`config.mk`:
```
export PLATFORM = sky130hd
export DESIGN_NAME = sel_enc
export DESIGN_NICKNAME = d
export VERILOG_FILES = /design/src/rtl/sel_enc.sv
export SDC_FILE = /design/constraint.sdc
export NUM_CORES = 1
export LEC_CHECK = 0
export ABC_AREA = 0
export BUFFER_PORTS_ARGS = -buffer_cell sky130_fd_sc_hd__buf_2
export CELL_PAD_IN_SITES_DETAIL_PLACEMENT = 0
export CELL_PAD_IN_SITES_GLOBAL_PLACEMENT = 2
export CORE_MARGIN = 4
export CORE_UTILIZATION = 27
export DETAILED_ROUTE_END_ITERATION = 8
export GPL_TIMING_DRIVEN = 0
export PLACE_DENSITY = 0.73
export SKIP_CTS_REPAIR_TIMING = 1
export SLEW_MARGIN = 40
export SYNTH_ARGS = -nofsm -noshare
export SYNTH_HDL_FRONTEND = slang
export SYNTH_SLANG_ARGS = --single-unit
```
`constraint.sdc`:
```
create_clock -name clk -period 4.2 [get_ports clk]
set_input_delay 0.42 -clock clk [delete_from_list [all_inputs] [get_ports clk]]
set_output_delay 0.42 -clock clk [all_outputs]
set_load 0.02 [all_outputs]
```
`src/rtl/sel_enc.sv`:
```
// sel_enc: two-stage pipelined encoder for an active-low 32-bit select vector.
// Stage A registers the raw vector. Stage B registers the encoded address together
// with the idle and error flags, and drives the outputs. Both stages advance together
// under a single advance signal.
// Optional feature: define SEL_ENC_ERRCNT_EN to compile in the saturating error counter.
// Without it, err_cnt is tied to zero and err_clr is ignored.
module sel_enc #(
    parameter int CNT_W = 8
) (
    input  logic             clk,
    input  logic             rst_n,
    input  logic [31:0]      sel_in,
    input  logic             in_valid,
    output logic             in_ready,
    output logic [4:0]       addr_out,
    output logic             idle_out,
    output logic             err_out,
    output logic             out_valid,
    input  logic             out_ready,
    input  logic             err_clr,
    output logic [CNT_W-1:0] err_cnt
);

    // Bit 6 is the shared partner bit of the addresses 1..5.
    localparam int PAIR_BIT = 6;

    logic        adv;
    logic        a_valid_q;
    logic [31:0] a_sel_q;
    logic        b_valid_q;
    logic [4:0]  b_addr_q;
    logic        b_idle_q;
    logic        b_err_q;

    logic [4:0]  enc_addr_d;
    logic        enc_idle_d;
    logic        enc_err_d;

    // A stall occurs only while a valid result is held and nobody takes it.
    assign adv      = !b_valid_q || out_ready;
    assign in_ready = adv;

    // Decode the selected bits of stage A into an address, an idle flag and an error flag.
    logic [31:0] low_bits;
    logic [31:0] rest_bits;
    logic        rest_single;
    logic [4:0]  rest_idx;
    always_comb begin
        // NOTE: every output of this block gets a default first, so no path can infer a latch.
        low_bits    = ~a_sel_q;
        rest_bits   = low_bits & ~(32'h1 << PAIR_BIT);
        rest_single = (rest_bits != 32'h0) && ((rest_bits & (rest_bits - 32'h1)) == 32'h0);
        rest_idx    = 5'd0;
        for (int i = 0; i < 32; i++) begin
            if (rest_bits[i]) begin
                rest_idx = i[4:0];
            end
        end

        enc_addr_d = 5'd31;
        enc_idle_d = 1'b0;
        enc_err_d  = 1'b1;
        if (low_bits == 32'h0) begin
            enc_addr_d = 5'd0;
            enc_idle_d = 1'b1;
            enc_err_d  = 1'b0;
        end else if (rest_single && !low_bits[PAIR_BIT]) begin
            // A lone selected bit is a code only for address 0 and for addresses 7..23.
            if (rest_idx == 5'd0 || (rest_idx >= 5'd7 && rest_idx <= 5'd23)) begin
                enc_addr_d = rest_idx;
                enc_err_d  = 1'b0;
            end
        end else if (rest_single && low_bits[PAIR_BIT]) begin
            // A selected bit paired with bit 6 is a code only for addresses 1..5.
            if (rest_idx >= 5'd1 && rest_idx <= 5'd5) begin
                enc_addr_d = rest_idx;
                enc_err_d  = 1'b0;
            end
        end
    end

    // Stage A captures the input vector. A cycle without in_valid inserts a bubble.
    always_ff @(posedge clk or negedge rst_n) begin
        if (!rst_n) begin
            a_valid_q <= 1'b0;
            a_sel_q   <= 32'h0;
        end else if (adv) begin
            // NOTE: sequential state uses non-blocking assignments, so both stages read pre-edge values.
            a_valid_q <= in_valid;
            a_sel_q   <= sel_in;
        end
    end

    // Stage B loads the encoded result of stage A and holds it while it is stalled.
    always_ff @(posedge clk or negedge rst_n) begin
        if (!rst_n) begin
            b_valid_q <= 1'b0;
            b_addr_q  <= 5'd0;
            b_idle_q  <= 1'b0;
            b_err_q   <= 1'b0;
        end else if (adv) begin
            b_valid_q <= a_valid_q;
            b_addr_q  <= enc_addr_d;
            b_idle_q  <= enc_idle_d;
            b_err_q   <= enc_err_d;
        end
    end

    assign out_valid = b_valid_q;
    assign addr_out  = b_addr_q;
    assign idle_out  = b_idle_q;
    assign err_out   = b_err_q;

`ifdef SEL_ENC_ERRCNT_EN
    logic [CNT_W-1:0] cnt_q;
    logic [CNT_W-1:0] cnt_d;

    // Count each error result as it enters stage B. Saturate at all-ones. A clear wins.
    always_comb begin
        cnt_d = cnt_q;
        if (err_clr) begin
            cnt_d = '0;
        end else if (adv && a_valid_q && enc_err_d && (cnt_q != {CNT_W{1'b1}})) begin
            cnt_d = cnt_q + CNT_W'(1);
        end
    end

    // Error counter register.
    always_ff @(posedge clk or negedge rst_n) begin
        if (!rst_n) begin
            cnt_q <= '0;
        end else begin
            cnt_q <= cnt_d;
        end
    end

    assign err_cnt = cnt_q;
`else
    logic unused_err_clr;
    assign unused_err_clr = err_clr;
    assign err_cnt        = '0;
`endif

endmodule

```
==> results of run 1 <==
## flip-flops by register name, summed over array words and instances (netlist names)
register   cells
out_valid      1
addr_out       5
err_out        1
a_valid_q      1
idle_out       1
a_sel_q       32
## metrics by stage
stage	instance area (sq um)	hold WS, ps	util, %	total power (uW)	std cells
after detailed placement	3090	447	31.8	789	518
after CTS	3180	126	32.7	1060	525
after global placement	3090	443	31.7	786	518
after global routing	3180	150	32.7	1120	525
after floorplan	2700	124	-	689	341
final	3180	99.2	32.7	1050	525
## worst paths after layout
check	start	to	slack, ps	cells past startpoint
min	rst_n	a_sel_q[30]	100	1
min reg2reg	a_valid_q	a_valid_q	460	2
max	a_sel_q[3]	addr_out[4]	1550	9
min in group clk	sel_in[14]	a_sel_q[14]	310	3
max in group asynchronous	rst_n	a_sel_q[29]	3720	1
max reg2reg	a_sel_q[3]	addr_out[4]	1550	9
## layout make-up
type | count | area [sq um] | share of cell area, %
timing repair buffer | 44 | 223 | 7.01
multi-input combinational | 270 | 1510 | 47.4
inverter | 6 | 22.5 | 0.709
sequential | 41 | 1030 | 32.3
tap | 133 | 166 | 5.24
buffer | 24 | 148 | 4.65
clock buffer | 7 | 86.3 | 2.72
## synth_stat cells, types with 2 or more instances
| cell type | n |
|---|---|
| nand2_1 | 114 |
| dfrtp_1 | 41 |
| nand3_1 | 14 |
| a21oi_1 | 13 |
| o21ai_0 | 13 |
| nor2_1 | 11 |
| clkbuf_1 | 9 |
| nand4_1 | 9 |
| a31oi_1 | 8 |
| buf_4 | 8 |
| o21ai_1 | 7 |
| and4_1 | 6 |
| nand2b_1 | 6 |
| and3_1 | 5 |
| inv_1 | 5 |
| buf_2 | 4 |
| a21boi_0 | 3 |
| and2_1 | 3 |
| and3_2 | 3 |
| buf_6 | 3 |
| o2111ai_1 | 3 |
| o21a_1 | 3 |
| a211oi_2 | 2 |
| a21o_1 | 2 |
| a221oi_2 | 2 |
| a41oi_1 | 2 |
| mux2i_1 | 2 |
| nand4_4 | 2 |
| nor2b_1 | 2 |
| nor3_1 | 2 |
| nor4_1 | 2 |
| nor4_4 | 2 |
| o22ai_1 | 2 |
| o31ai_1 | 2 |
## metal layers
layer  share of wire (%)  vias to the layer above  GRT usage, %
met5                   0                        -             0
met3                 6.3                       10          2.94
met1                  48                     1181          20.5
met4                 1.3                        0          3.52
li1                    -                     1277             -
met2                  45                       74          20.8
## cells by family after synthesis
logic type / Yosys count / share of synthesized area (%)
adders and majority gates: 1 / 0.421
DFF: 41 / 38.4
and+or+nand+nor: 188 / 35.9
buffers and inverters: 30 / 6.36
AOI/OAI and AO/OA: 71 / 18.1
other: 1 / 0.140
muxes: 2 / 0.748
## power breakdown
part,internal (uW),switching (uW),leakage [uW]
Combinational,103,166,0.000924
Sequential,441,68.2,0.000475
Clock,131,138,0.0000443
Total,675,372,0.00144
==> metrics.md, run 1 <==
| Metric | Value |
|---|---|
| Library cells used by synthesis | 53 |
| Fin worst setup slack | 1550 ps |
| CP max FO | 9 |
| Post-route ant nets | 0 |
| WL final | 7.70 mm |
| Final layout net count | 429 |
| Worst min path class | input pin to asynchronous set/reset pin |
| Total GRT Usage | 14.0% |
| Post-synthesis sequential area ratio | 38.4% |
| Avg Synthesized Cell Area | 8.01 sq um |
| Die Wd | 108 um |
| Crit-path leading delay family | simple AND/OR/NAND/NOR gates |
| Initial antenna violation count | 0 |
| Mapped Area | 2680 sq um |
| Core Box Area | 9730 sq um |
| Vias | 2542 |
| CTS tree | yes |
| CTS sink cnt | 41 |
| Worst EP arrival | 2800 ps |
| Final Max Tran Viols | 0 |
| Setup-failing EPs final | 0 |
| DIE AREA | 11600 sq um |
| Crit-path max cell delay | 450 ps |
| Most frequently used flop master after synthesis | dfrtp_1 |
| Port Buffers | 44 |
| Longest Clk Path Bufs | 2 |
| CTS buffer count | 5 |
| Syn-to-layout area delta | 18.8% |
| DRC | 0 |
| Via count of the first global-routing pass | 2403 |
| Post-Place Worst Slack | 1580 ps |
| Root Buffer Master | clkbuf_8 |
| Worst-path clk slew | 80 ps |
| Worst skew pair latency | 290 ps |
| Gate Count Post-Synth | 334 |
| Ys Warns | 0 |
| Crit end category | register |
| Most frequent cells in the layout | nand2_1 (114), buf_2 (47), dfrtp_1 (41) |
| Final Hold Viols | 0 |
| ANT cells | 0 |
| Row count | 36 |
| Post-synth top area cell | dfrtp_1 |
| H-tree levels | 2 |
| TNS Setup | 0 ps |
| Fin crit period | 2650 ps |
| Post-synth EDFFs | 0 |
| Largest net degree at the start of global routing | 42 |
| GP Congestion | 0.863 |
| Buf+Inv Stages, Crit Path | 1 |
| Req. time, crit path | 4350 ps |
| DP Wirelength | 5.78 mm |
| Global-route wire length before repair | 12.8 mm |
| Static leakage | 0.00144 uW |
| Fmax | 377 MHz |
| CP Cell Sequence | buf_2 -> nand4_2 -> nor4_2 -> a31oi_1 -> nor4_1 -> and3_1 -> o2111ai_1 -> a211oi_2 -> o22ai_1 |
| Die height | 108 um |
| Share of cells above drive strength 1 | 21.9% |
| Power Dens Cells | 330 nW/um^2 |
| Wire per inst | 14.7 um |
| Router iterations before antenna repair | 4 |
| Fill cells | 1088 |
| Yosys reg bits | 41 |
| Status | complete, no violations |
| Part of the cycle the worst path needs | 63.2% |
| GR Overflow Total | 0 |
| Initial Util | 27.5% |
| I/O pins | 54 |
| Final Skew | 7.63 ps |
| Slew of the pin with the lowest slew margin | 746 ps |
| Unrepaired setup endpoints after global routing | no |
| Share of the synthesized area in the top cell type | 38.4% |
| Most common cell after layout, fill and taps aside | nand2_1 |
| Max_slew headroom | 49.9% |
| DRT iter0 DRCs | 198 |
| Critical path launch point type | register |
| Peak supply drop | 118 uV |
| DR vias/cell | 4.84 |
| Worst path slowest cell | nor4_2 |
| Type of the worst setup path | register to register |
| Synth async-reset ratio | 100% |
| Synth area leaders | dfrtp_1 (38%), nand2_1 (16%), nand3_1 (2.6%) |
| Max cap viols | 0 |
No activity file was read; power rests on OpenSTA's default activity.
==> run 2, diff against run 1 <==
==> constraint.sdc (replaced) <==
create_clock -name clk -period 2.7 [get_ports clk]
set_input_delay 0.27 -clock clk [delete_from_list [all_inputs] [get_ports clk]]
set_output_delay 0.27 -clock clk [all_outputs]
set_load 0.02 [all_outputs]
==> run 2 against run 1 <==
Sequential cell count unchanged. Critical path depth unchanged. Register-to-register slack worse by 1400 ps. Non-clock buffer count up 2. Via count about the same. Global-route usage unchanged. Count of clock-buffer cells in the layout unchanged. Clock power up 55%.
==> metrics.md, run 2 (synthesized netlist as in run 1, its figures left out) <==
| Metric | Value |
|---|---|
| Worst-path clk slew | 80 ps |
| DP Wirelength | 5.78 mm |
| Most frequent cells in the layout | nand2_1 (114), buf_2 (46), dfrtp_1 (36) |
| TNS Setup | 0 ps |
| Power Dens Cells | 505 nW/um^2 |
| Req. time, crit path | 2850 ps |
| Status | complete, no violations |
| Largest net degree at the start of global routing | 42 |
| Critical path launch point type | register |
| RR Startpoint | a_sel_q[2] |
| Peak supply drop | 184 uV |
| Final Hold Viols | 0 |
| DIE AREA | 11600 sq um |
| Post-route ant nets | 0 |
| Fin util | 33.5% |
| CTS tree | yes |
| Max cap viols | 0 |
| Part of the cycle the worst path needs | 95.0% |
| Final layout net count | 431 |
| Worst skew pair latency | 290 ps |
| Final Skew | 4.88 ps |
| Row count | 36 |
| WL final | 7.82 mm |
| CTS sink cnt | 41 |
| Type of the worst setup path | register to register |
| Root Buffer Master | clkbuf_8 |
| DRC | 0 |
| Core Box Area | 9730 sq um |
| Fin worst setup slack | 134 ps |
| Max_slew headroom | 48.0% |
| Flop pwr share | 48.7% |
| Worst EP arrival | 2710 ps |
| Worst hold start | sel_in[14] |
| CP max FO | 8 |
| Port Buffers | 44 |
| DRT iter0 DRCs | 211 |
| Via count of the first global-routing pass | 2403 |
| Reg with most FFs | a_sel_q |
| DR vias/cell | 4.83 |
| Static leakage | 0.00147 uW |
| Longest Clk Path Bufs | 2 |
| Die Wd | 108 um |
| H-tree levels | 2 |
| Clk network pwr share | 25.4% |
| Critical register-to-register path endpoint | addr_out[4] |
| Hold Path Sink | a_sel_q[14] |
| Vias | 2543 |
| Syn-to-layout area delta | 21.9% |
| Setup-failing EPs final | 0 |
| CTS buffer count | 5 |
| Most common cell after layout, fill and taps aside | nand2_1 |
| Final Max Tran Viols | 0 |
| Fin crit period | 2570 ps |
| Logic pwr share | 26.0% |
| Sw frac | 35.8% |
| Initial antenna violation count | 0 |
| Final Power | 1650 uW |
| Total GRT Usage | 14.0% |
| Hold depth | 3 |
| Crit end category | register |
| Inst Count DP | 518 |
| Unrepaired setup endpoints after global routing | no |
| Router iterations before antenna repair | 4 |
| I/O pins | 54 |
| Fmax | 390 MHz |
| Fin cells | 527 |
| Int Pwr | 1060 uW |
| Slew of the pin with the lowest slew margin | 775 ps |
| GP Congestion | 0.863 |
| Share of cells above drive strength 1 | 25.4% |
| ANT cells | 0 |
| Worst min path class | input pin to register |
| Post-Place Worst Slack | 78.5 ps |
| Die height | 108 um |
| GR Overflow Total | 0 |
| Global-route wire length before repair | 12.8 mm |
| Max reg flops | 32 |
| Reg2reg setup slack | 130 ps |
| Reg2Reg Depth | 9 |
| Initial Util | 27.5% |
| Wire per inst | 14.8 um |
| Sw Pwr | 589 uW |
-- run 2: how the worst max path moves through the flow --
stage,slack [ps],depth (start not counted),endpoint,from
global route,7,10,addr_out[4],a_sel_q[3]
finish,130,9,addr_out[4],a_sel_q[2]
detailed placement,80,8,addr_out[4],a_sel_q[11]
global placement,20,8,addr_out[4],a_sel_q[11]
CTS,50,8,addr_out[4],a_sel_q[9]
floorplan,490,8,addr_out[4],a_sel_q[8]
-- run 2: layout make-up --
type	count	area, sq um
flip-flops and latches	41	1030
well taps	133	166
plain buffers	23	146
fillers	1087	6470
multi-input cells	270	1560
clock buffers	7	86.3
inverters	6	22.5
repair buffers	47	248
-- run 2: power by group through the flow --
stage               sequential (uW)  clock [uW]  combinational (uW)
finish                          801         417                 428
global route                    815         464                 485
CTS                             792         438                 425
detailed placement              803           0                 424
global placement                804           0                 419
floorplan                       782           0                 290
-- run 2: critical path, stage by stage (launching register included) --
cell and delay, ps:
dfrtp_1 490, nand4_2 260, nor4_4 260, buf_4 190
a21oi_1 70, nor4_1 230, and3_1 250, o2111ai_2 170
a211oi_4 370, o22ai_1 120
-- run 2: through the flow --
step	hold WS (ps)	area, sq um
6_report	168	3260
5_1_grt	156	3260
4_1_cts	-23.7	3180
3_5_place_dp	298	3090
3_3_place_gp	443	3090
2_1_floorplan	-25.6	2700
-- run 2: metal layers --
metal / part of all wire (%) / vias up / track usage, %
met4: 1.1 / 0 / 3.52
met3: 4.6 / 9 / 2.94
met5: 0 / - / 0
met2: 45 / 66 / 20.8
li1: - / 1277 / -
met1: 49 / 1191 / 20.5
==> run 3, diff against run 2 <==
==> constraint.sdc (replaced) <==
create_clock -name clk -period 2.8 [get_ports clk]
set_input_delay 0.28 -clock clk [delete_from_list [all_inputs] [get_ports clk]]
set_output_delay 0.28 -clock clk [all_outputs]
set_load 0.02 [all_outputs]
==> run 3 against run 2 <==
Non-clock buffer count is 2 lower. The flow now finishes with violations (negative hold slack). Fmax fell by 0.67%. Clock power fell by 3%. Combinational power down 5.4%. Critical path depth is the same. Hold slack lost 210 ps. Sequential power fell by 4.5%. Final cell count down 0.38%. Sequential share of layout area grew 0.56 points.
==> metrics.md, run 3 (synthesized netlist as in run 1, its figures left out) <==
| Metric | Value |
|---|---|
| Part of the cycle the worst path needs | 92.3% |
| Crit end category | register |
| Worst min path class | input pin to asynchronous set/reset pin |
| CTS tree | yes |
| GP Congestion | 0.863 |
| Largest net degree at the start of global routing | 42 |
| Final Skew | 7.72 ps |
| Most common cell after layout, fill and taps aside | nand2_1 |
| Final Power | 1570 uW |
| Type of the worst setup path | register to register |
| Initial antenna violation count | 0 |
| DR vias/cell | 4.83 |
| Die height | 108 um |
| Max reg flops | 32 |
| Share of cells above drive strength 1 | 21.9% |
| Global-route wire length before repair | 12.8 mm |
| Peak supply drop | 176 uV |
| Die Wd | 108 um |
| Hold slack final | -41.8 ps |
| Setup-failing EPs final | 0 |
| Core Box Area | 9730 sq um |
| WL final | 7.70 mm |
| Area occupied by multi-input gates | 1510 sq um |
| Port Buffers | 44 |
| GR Overflow Total | 0 |
| Failing checks | negative hold slack |
| Router iterations before antenna repair | 4 |
| CP max FO | 9 |
| Slew of the pin with the lowest slew margin | 751 ps |
| DIE AREA | 11600 sq um |
| Total GRT Usage | 14.0% |
| DRT iter0 DRCs | 191 |
| Fin crit period | 2580 ps |
| M1 WL | 3.70 mm |
| DRC | 0 |
| ANT cells | 0 |
| Post-Place Worst Slack | 179 ps |
| Met2 WL post-DR | 3.45 mm |
| Final Max Tran Viols | 0 |
| Static leakage | 0.00144 uW |
| Req. time, crit path | 2950 ps |
| Most frequent cells in the layout | nand2_1 (114), buf_2 (47), dfrtp_1 (41) |
| Max_slew headroom | 49.6% |
| Critical path launch point type | register |
| Max cap viols | 0 |
| Inst Count DP | 518 |
| Worst skew pair latency | 300 ps |
| Worst-path clk slew | 80 ps |
| Final Hold Viols | 41 |
| Power Dens Cells | 494 nW/um^2 |
| Row count | 36 |
| Worst EP arrival | 2730 ps |
| Fin worst setup slack | 217 ps |
| H-tree levels | 2 |
| Worst path slowest cell | nor4_2 |
| Status | complete, but fails checks |
| TNS Setup | 0 ps |
| Wire per inst | 14.7 um |
| Root Buffer Master | clkbuf_8 |
| Reg with most FFs | a_sel_q |
| Crit-path max cell delay | 450 ps |
| Unrepaired setup endpoints after global routing | no |
| Metal3 WL | 451 um |
| CP Cell Sequence | buf_2 -> nand4_2 -> nor4_2 -> a31oi_1 -> nor4_1 -> and3_1 -> o2111ai_1 -> a211oi_4 -> o22ai_1 |
| DP Wirelength | 5.78 mm |
| Syn-to-layout area delta | 19.0% |
| Post-route ant nets | 0 |
| Final layout net count | 429 |
| Longest Clk Path Bufs | 2 |
| Vias | 2537 |
| Fill cells | 1087 |
| Initial Util | 27.5% |
| Fmax | 387 MHz |
| I/O pins | 54 |
| FF+latch area | 1030 sq um |
| Via count of the first global-routing pass | 2403 |
| Top routing layer used | met4 |
| Fin cells | 525 |
| CTS sink cnt | 41 |
| CTS buffer count | 5 |
## run 3: cell types whose count changed in the layout (fill, tap and decap cells not counted), moves of 2 or more
cell,previous run,this run
dfrtp_1,36,41
dfrtp_2,5,0
buf_4,11,9
o2111ai_1,1,3
o2111ai_2,2,0
## run 3: worst paths after layout
path	depth (start not counted)	from	end	slack [ps]
worst min-delay path	1	rst_n	a_sel_q[30]	-40
worst max-delay path	9	a_sel_q[3]	addr_out[4]	220
worst max register to register	9	a_sel_q[3]	addr_out[4]	220
max in group asynchronous	1	rst_n	a_sel_q[29]	2460
min in group clk	3	sel_in[14]	a_sel_q[14]	170
worst min register to register	1	a_valid_q	out_valid	460
## run 3: final cells by class
cell class	count	share of cell area, %
Clock buffer	7	2.71
Inverter	6	0.707
Sequential cell	41	32.2
Timing Repair Buffer	44	6.99
Tap cell	133	5.23
Buffer	24	4.64
Multi-Input combinational cell	270	47.5
## run 3: critical path: cells and delay by family (launching register included)
kind            cells  cell delay, ps
buf+inv             1             190
compound gates      4             800
flops               1             320
simple gates        4            1140
## run 3: routing by layer
metal | vias to the layer above | GRT usage [%]
met5 | - | 0
met4 | 0 | 3.52
met3 | 9 | 2.94
met2 | 70 | 20.8
met1 | 1183 | 20.5
li1 | 1275 | -
## run 3: through the flow
| stage | area [sq um] | util, % |
|---|---|---|
| floorplan | 2700 | - |
| global placement | 3090 | 31.7 |
| detailed placement | 3090 | 31.8 |
| CTS | 3180 | 32.7 |
| global route | 3180 | 32.7 |
| finish | 3180 | 32.7 |
## run 3: report_power, final
part	switching [uW]	internal [uW]
Combinational	251	155
Clock	207	196
Sequential	103	662
Total	560	1010
